**src/rtl/pid_pwm_out_pkg.sv**
```systemverilog
// ============================================================================
// pid_pwm_out_pkg: shared encodings and the sign-magnitude helper for pid_pwm_out
// Rev 1.0
// ============================================================================
`default_nettype none

package pid_pwm_out_pkg;

   localparam logic DIR_POS = 1'b0;
   localparam logic DIR_NEG = 1'b1;

   typedef enum logic [0:0] {
      ST_RUN  = 1'b0,
      ST_DEAD = 1'b1
   } chan_state_t;

   // Absolute value of a sign-extended input, clamped to 2^pw-1 so the most
   // negative code cannot wrap back to a small duty.
   function automatic logic [31:0] sat_abs(input logic signed [31:0] v,
                                           input int                 pw);
      logic [31:0] mag;
      logic [31:0] lim;
      mag = v[31] ? 32'(-v) : 32'(v);
      lim = (32'd1 << pw) - 32'd1;
      return (mag > lim) ? lim : mag;
   endfunction

endpackage

`default_nettype wire

```
**src/rtl/pid_pwm_chan.sv**
```systemverilog
// ============================================================================
// pid_pwm_chan: one channel's pending value, dead-time FSM, duty and PWM compare
// Rev 1.0
// ============================================================================
`default_nettype none

module pid_pwm_chan
   import pid_pwm_out_pkg::*;
#(
   parameter int ow   = 12,
   parameter int pwmw = ow - 1,
   parameter int dead = 2,
   parameter int dw   = 3
) (
   input  logic            clk_pid,
   input  logic            reset,
   input  logic            cap,
   input  logic [ow-1:0]   din,
   input  logic            wrap,
   input  logic [pwmw-1:0] cnt,
   output logic            pwm,
   output logic            dir
);

   localparam logic [dw-1:0] DEAD_LOAD = dw'((dead > 0) ? dead - 1 : 0);

   logic [ow-1:0]   pend;
   logic            pend_valid;
   logic [pwmw-1:0] duty;
   logic [pwmw-1:0] mag;
   logic [dw-1:0]   deadcnt;
   logic            sign;
   chan_state_t     state;

   assign sign = pend[ow-1];
   assign mag  = pwmw'(sat_abs(32'($signed(pend)), pwmw));

   always_ff @(posedge clk_pid or posedge reset) begin
      if (reset) begin
         pend       <= '0;
         pend_valid <= 1'b0;
         duty       <= '0;
         deadcnt    <= '0;
         dir        <= DIR_POS;
         pwm        <= 1'b0;
         state      <= ST_RUN;
      end else begin
         pwm <= (cnt < duty);

         if (wrap) begin
            case (state)
               ST_RUN: begin
                  if (pend_valid) begin
                     if (mag == '0) begin
                        duty       <= '0;
                        pend_valid <= 1'b0;
                     end else if (sign == dir) begin
                        duty       <= mag;
                        pend_valid <= 1'b0;
                     end else if (dead == 0) begin
                        dir        <= sign ? DIR_NEG : DIR_POS;
                        duty       <= mag;
                        pend_valid <= 1'b0;
                     end else begin
                        // Reversal: hold the bridge off; pend stays armed for the exit.
                        duty    <= '0;
                        deadcnt <= DEAD_LOAD;
                        state   <= ST_DEAD;
                     end
                  end
               end
               ST_DEAD: begin
                  if (deadcnt != '0) begin
                     deadcnt <= deadcnt - 1'b1;
                  end else begin
                     if (mag == '0) begin
                        duty <= '0;
                     end else begin
                        dir  <= sign ? DIR_NEG : DIR_POS;
                        duty <= mag;
                     end
                     pend_valid <= 1'b0;
                     state      <= ST_RUN;
                  end
               end
               default: state <= ST_RUN;
            endcase
         end

         // Placed after the wrap update so a same-cycle capture wins over the clear.
         if (cap) begin
            pend       <= din;
            pend_valid <= 1'b1;
         end
      end
   end

endmodule

`default_nettype wire

```
**src/rtl/pid_pwm_out.sv**
```systemverilog
// ============================================================================
// pid_pwm_out: captures the multiplexed PID bus and drives per-channel PWM/dir
// Rev 1.0
// ============================================================================
`default_nettype none

module pid_pwm_out
   import pid_pwm_out_pkg::*;
#(
   parameter int aw   = 1,
   parameter int an   = 1 << aw,
   parameter int ow   = 12,
   parameter int pwmw = ow - 1,
   parameter int dead = 2,
   parameter int dw   = 3
) (
   input  logic          clk_pid,
   input  logic          reset,
   input  logic          ce,
   input  logic [aw-1:0] a,
   input  logic [ow-1:0] m_k_out,
   output logic [an-1:0] pwm,
   output logic [an-1:0] dir,
   output logic          period_end
);

   // Period is 2^pwmw-1 clocks so a full-scale duty keeps the output high.
   localparam logic [pwmw-1:0] MAXC = pwmw'((1 << pwmw) - 2);

   logic [pwmw-1:0] cnt;
   logic            ce_d;
   logic            capture_en;
   logic            wrap;
   logic [an-1:0]   cap;

   assign wrap       = (cnt == MAXC);
   assign capture_en = ce & ~ce_d;

   always_ff @(posedge clk_pid or posedge reset) begin
      if (reset) begin
         cnt        <= '0;
         ce_d       <= 1'b0;
         period_end <= 1'b0;
      end else begin
         ce_d       <= ce;
         period_end <= wrap;
         cnt        <= wrap ? '0 : cnt + 1'b1;
      end
   end

   generate
      for (genvar i = 0; i < an; i++) begin : g_chan
         assign cap[i] = capture_en && (a == aw'(i));

         pid_pwm_chan #(
            .ow   (ow),
            .pwmw (pwmw),
            .dead (dead),
            .dw   (dw)
         ) u_chan (
            .clk_pid (clk_pid),
            .reset   (reset),
            .cap     (cap[i]),
            .din     (m_k_out),
            .wrap    (wrap),
            .cnt     (cnt),
            .pwm     (pwm[i]),
            .dir     (dir[i])
         );
      end
   endgenerate

endmodule

`default_nettype wire

```
**config.mk**
```make
export PLATFORM = sky130hd
export DESIGN_NAME = pid_pwm_out
export DESIGN_NICKNAME = d
export VERILOG_FILES = /design/src/rtl/pid_pwm_out_pkg.sv /design/src/rtl/pid_pwm_chan.sv /design/src/rtl/pid_pwm_out.sv
export SDC_FILE = /design/constraint.sdc
export NUM_CORES = 1
export LEC_CHECK = 0
export CORE_MARGIN = 5
export CORE_UTILIZATION = 35
export CTS_CLUSTER_SIZE = 14
export DETAILED_ROUTE_END_ITERATION = 7
export GPL_TIMING_DRIVEN = 1
export PLACE_DENSITY = 0.55
export SKIP_LAST_GASP = 1
export SYNTH_ARGS = -nofsm -noshare
export SYNTH_HDL_FRONTEND = slang
export SYNTH_SLANG_ARGS = --single-unit
export TNS_END_PERCENT = 20
```
**constraint.sdc**
```tcl
create_clock -name clk_pid -period 4 [get_ports clk_pid]
set_input_delay 0.6 -clock clk_pid [delete_from_list [all_inputs] [get_ports clk_pid]]
set_output_delay 0.6 -clock clk_pid [all_outputs]
set_load 0.02 [all_outputs]
```
# Yosys cells after proc, flatten, opt, wreduce, memory -nomap -nowiden
# Cells that the tools add are included.
[word_totals] input_bits=16 register_bits=73
[classes] eq_ne=15 magnitude_cmp=4 n_reduce_logical=16 n_mux=47 bitwise_logic=9 add_sub_neg=5
[ops] op="11-bit two-way mux" count=13
[ops] op="32-bit by 11-bit > comparator with 1-bit output, second input constant" count=2
[ops] op="32-bit two-way mux" count=2
[ops] op="12-bit negator with 32-bit output" count=2
[ops] op="11-bit one-hot mux with 2 select lines" count=2
[ops] op="3-bit two-way mux" count=8
[ops] op="11-bit logical NOT" count=2
[ops] op="11-bit < comparator" count=2
[ops] op="1-bit two-way mux" count=16
[ops] op="2-bit inequality test, second input constant" count=8
[ops] op="3-bit one-hot mux with 2 select lines" count=2
[ops] op="11-bit by 1-bit adder with 11-bit output, second input constant" count=1
[ops] op="11-bit equality test, second input constant" count=1
[ops] op="5-bit AND reduction" count=2
[ops] op="1-bit NOT" count=8
[ops] op="1-bit one-hot mux with 2 select lines" count=4
[ops] op="4-bit AND reduction" count=2
[ops] op="3-bit by 2-bit inequality test with 1-bit output, second input constant" count=2
[ops] op="3-bit AND reduction" count=2
[ops] op="3-bit nonzero test" count=2
[ops] op="3-bit by 1-bit subtractor with 3-bit output, second input constant" count=2
[ops] op="2-bit by 1-bit inequality test with 1-bit output, second input constant" count=2
[ops] op="2-bit AND reduction" count=2
[ops] op="2-bit nonzero test" count=2
[ops] op="3 further kinds" count=5

# Depth between registers and ports, before layout
[logic_depth] word_depth=10 depth_mapped=11 depth_no_buf=9

# By module
# Synthesis repeated with hierarchy kept, for this count alone.
[hier_totals] hier_cells=437 hier_area_um2=4438.0
[by_module_without_submodules] module="pid_pwm_chan" seq_area_each_um2=750.7 area_each_um2=1901.8 instances=2 cells_per_inst=188
[by_module_without_submodules] module="pid_pwm_out" seq_area_each_um2=325.3 area_each_um2=634.4 instances=1 cells_per_inst=61

# Worst setup path before layout
# No wires, ideal clock.
[synth_path] path_kind="register to register" from="register g_chan[1].u_chan.pend[1]" to="register g_chan[1].u_chan.deadcnt[2]" path_slack_ps=1448 path_buffers=0 arrival_time_ps=2426 setup_time_ps=126 path_stages_with_launch=10 period_less_slack_ps=2552 cell_sequence="dfrtp_1 > inv_1 > ha_1 > or4b_1 > o31ai_1 > mux2_2 > and3_1 > nand4_1 > nand3_1 > a221o_1"
[synth_via] elab_chain_len=7
[synth_lines] item="start, declared" line="pid_pwm_chan.sv:27" rtl="logic [ow-1:0] pend;"
[synth_lines] item="start signal, assigned" line="pid_pwm_chan.sv:92" rtl="pend <= din;"
[synth_lines] item="12-bit negator with 32-bit output" line="pid_pwm_out_pkg.sv:23" rtl="mag = v[31] ? 32'(-v) : 32'(v);"
[synth_lines] item="32-bit two-way mux (*)" line="pid_pwm_out_pkg.sv:23"
[synth_lines] item="32-bit by 11-bit > comparator with 1-bit output" line="pid_pwm_out_pkg.sv:25" rtl="return (mag > lim) ? lim : mag;"
[synth_lines] item="11-bit two-way mux (*)" line="pid_pwm_out_pkg.sv:25"
[synth_lines] item="11-bit logical NOT (*)" line="pid_pwm_chan.sv:54" rtl="if (mag == '0) begin"
[synth_lines] item="2-bit inequality test (no source line) (*)"
[synth_lines] item="5-bit AND reduction (no source line) (*)"
[synth_lines] item="end signal, assigned" line="pid_pwm_chan.sv:74" rtl="deadcnt <= deadcnt - 1'b1;"
[synth_lines] item="end, declared" line="pid_pwm_chan.sv:31" rtl="logic [dw-1:0] deadcnt;"
# Mark *: on every way between the ends. The rest lies on a longest branch, timed or not.
# A chain may end at the register's enable or synchronous reset.

# Final worst setup path
[layout_path] from="register cnt[2]" to="register g_chan[1].u_chan.duty[4]"
[layout_via] elab_chain_len=2
[layout_lines] item="start, declared" line="pid_pwm_out.sv:30" rtl="logic [pwmw-1:0] cnt;"
[layout_lines] item="start signal, assigned" line="pid_pwm_out.sv:47" rtl="cnt <= wrap ? '0 : cnt + 1'b1;"
[layout_lines] item="11-bit equality test" line="pid_pwm_out.sv:36" rtl="assign wrap = (cnt == MAXC);"
[layout_lines] item="3-bit AND reduction (no source line)"
[layout_lines] item="end signal, assigned" line="pid_pwm_chan.sv:58" rtl="duty <= mag;"
[layout_lines] item="end signal, assigned" line="pid_pwm_chan.sv:62" rtl="duty <= mag;"
[layout_lines] item="end signal, assigned" line="pid_pwm_chan.sv:80" rtl="duty <= mag;"
[layout_lines] item="end, declared" line="pid_pwm_chan.sv:29" rtl="logic [pwmw-1:0] duty;"
# Every way passes these cells.

==> reports/metrics.yaml <==
route.detailed.drc: 0
hold_depth: 2
async_reset_ff_share_pct: 100
worstMarginPinSlew_ps: 965
fillers: 1207
synthDistinctLibCells: 64
r2r_end: "g_chan[1].u_chan.duty[4]"
ant_nets: 0
drive_gt1_share_pct: 11.5
netlist_area_mm2: 0.00440
hp-start: "g_chan[0].u_chan.duty[1]"
cp_slowest_stage_delay_ps: 460
cp-end-kind: "register"
vias: 3303
area_growth_syn_to_layout_pct: 14.5
seq_area_frac_synth_pct: 41.5
synthesis.nets: 503
synth_edf_count: 0
final_net_count: 516
coreArea_mm2: 0.0125
r2r_slack_ps: 910
grt_pass1_vias: 3248
required_ps: 4270
antenna_cells: 0
track_usage_pct: 14.4
synth_top_family_by_area: "simple AND/OR/NAND/NOR gates"
crit_top_cell: "nand3_1"
cts_hold_buf: 0
yosysWarnings: 0
timing.hold.ws_ps: 476
ys_seq_elements: 73
drt_first_pass_iters: 4
die_x_um: 122
gp_congestion: 0.822
power_per_cell_area_mw_per_mm2: 402
antenna_found_initial: 0
setup_viol: 0
synth.area.top_cells: "dfrtp_1 (42%), ha_1 (8.0%), mux2_2 (6.1%), nand2_1 (3.8%), inv_1 (3.3%)"
status: "finished clean"
ir_drop_mv: 0.349
ioPinCount: 21
min_to: "g_chan[0].u_chan.duty[1]"
crit_path_max_fanout: 17
synth.area.mux_share_pct: 6.63
synth_top_area_share_pct: 41.5
p_leak_nw: 2.13
hpwl_um: 7270
grt-ovfl-total: 0
finalCritPeriodShare_pct: 77.1
final_hold_viol_count: 0
hold_path_class: "reg -> reg"
wl_um: 9710
cp_slowest_cell: "dfrtp_1"
rsz0062_at_grt: "false"
initial_core_util_pct: 35.3
drtIter0Drc: 154
fin_crit_ps: 3090
avgRoutedWirePerCell_um: 15.0
fp-row-count: 41
synth-simple-area-share_pct: 18.1
die_h_um: 122
fmax_ghz: 0.324
syn_area_per_cell_um2: 9.58
layout.cells.non_filler: 649
timing.slew.headroom_pct: 35.6
r2r_start: "cnt[2]"
clockBufferDepth: 2
worst_setup_path_start_kind: "register"
synth_ff_type: "dfrtp_1"
grt_start_max_net_pins: 46
cts_root_buf: "clkbuf_16"
cap_violations: 0
vias_per_cell: 5.09
clock_sinks: 73
htreeDepth: 3
path_cells: "and4_1, and2_1, nand3_1, nor2_1, nand3_1, inv_1, nand2_1, nor3b_2, a22o_1"
place.port_buffers: 20
rr_worst_depth: 9
synth-compound-area-share_pct: 16.7
synthAdderAreaFrac_pct: 7.96
clk_pin_slew_ps: 50
synth_xor_area_share_pct: 3.38
numCtsBuffers: 9
slew_viol_final: 0
crit_type: "reg -> reg"
cts_tree: "yes"
fin_skew_ps: 3.02
crit_arrival_ps: 3360
clk-insertion-delay-late_ps: 330
fp.dieArea_mm2: 0.0149
final_core_util_pct: 40.4
cts.repair.resized: 0
dp_cells: 633
synth_cells: 459
grt_pass1_wl_um: 16800
setup_tns_ps: 0
cts_setup_buffers: 0
synth_top_cell_by_area: "dfrtp_1"
area by class of cell:
| type | instances | area, um2 | share of cell area (%) |
|---|---|---|---|
| tap | 172 | 215 | 4.27 |
| sequential | 73 | 1830 | 36.3 |
| timing repair buffer | 24 | 230 | 4.57 |
| multi-input combinational | 325 | 2330 | 46.2 |
| clock inverter | 3 | 40.0 | 0.795 |
| inverter | 39 | 146 | 2.91 |
| clock buffer | 13 | 250 | 4.97 |
state kept, by name, indices dropped and copies added (netlist names):
| name | count |
|---|---|
| g_chan.u_chan.deadcnt | 6 |
| ce_d | 1 |
| g_chan.u_chan.pend_valid | 2 |
| g_chan.u_chan.duty | 22 |
| g_chan.u_chan.state | 2 |
| g_chan.u_chan.dir | 2 |
| period_end | 1 |
| g_chan.u_chan.pend | 24 |
| g_chan.u_chan.pwm | 2 |
| cnt | 11 |
metrics by stage:
stage	total power [mW]	cell area [um2]	setup slack [ps]
after floorplan	1.14	4400	1450
after global placement	1.24	4750	1110
after global routing	2.15	5040	653
final	2.03	5040	914
after CTS	2.06	5040	929
after detailed placement	1.25	4750	957
Yosys cell counts, types with 4 or more instances:
library cell	number
dfrtp_1	73
nand2_1	45
inv_1	39
nor2_1	31
o21ai_0	29
ha_1	28
mux2_2	24
o31ai_1	14
a21oi_1	11
clkbuf_1	11
a21o_1	10
xnor2_1	10
nand3_1	9
nor3_1	9
nand2b_1	7
xor2_1	7
a22o_1	6
nand4_1	6
nor2b_1	6
and2_1	5
nor4_1	5
or3_1	5
and3_1	4
buf_1	4
buf_4	4
cells in the final DEF (no fill, tap or decap), types with 11 or more instances in the layout:
cell type and instances:
dfrtp_1 73, nand2_1 45, inv_1 38, nor2_1 31, o21ai_0 29, ha_1 28
mux2_2 24, clkdlybuf4s50_1 20, o31ai_1 14, a21oi_1 11
cell families after synthesis:
family | count (synthesis)
AO/OA/AOI/OAI | 104
flip-flops | 73
XOR/XNOR | 17
AND/OR/NAND/NOR | 150
multiplexers | 26
buffers and inverters | 61
adder cells (fa/ha/maj) | 28
layer usage:
metal  wire length (um)  share of wire [%]  GRT usage (%)  up-vias
li1                   -                  -              -     1665
met1               4630                 48           19.4     1572
met2               4580                 47           22.7       56
met3                391                4.0           4.32       10
met4                103                1.1           3.64        0
met5                  0                  0              0        -
worst max-delay path: cells and delay by family, from the launching register on:
family,cells,cell delay (ps)
compound gates,1,190
buf+inv,1,400
flops,1,460
simple gates,7,1960
where the power goes:
group	leakage [nW]	switching, mW	internal, mW
combinational	1.05	0.199	0.160
clock	0.144	0.289	0.498
sequential	0.943	0.0948	0.784
total	2.13	0.583	1.44
worst max-delay path by stage:
stage	from	to	slack (ps)	depth (start not counted)
floorplan	g_chan[1].u_chan.pend[1]	g_chan[1].u_chan.deadcnt[2]	1450	9
global placement	cnt[2]	g_chan[1].u_chan.duty[2]	1110	9
detailed placement	cnt[2]	g_chan[1].u_chan.duty[4]	960	9
CTS	cnt[2]	g_chan[1].u_chan.duty[4]	930	9
global route	cnt[2]	g_chan[1].u_chan.duty[4]	650	9
finish	cnt[2]	g_chan[1].u_chan.duty[4]	910	9
No activity file was read; power rests on OpenSTA's default activity.
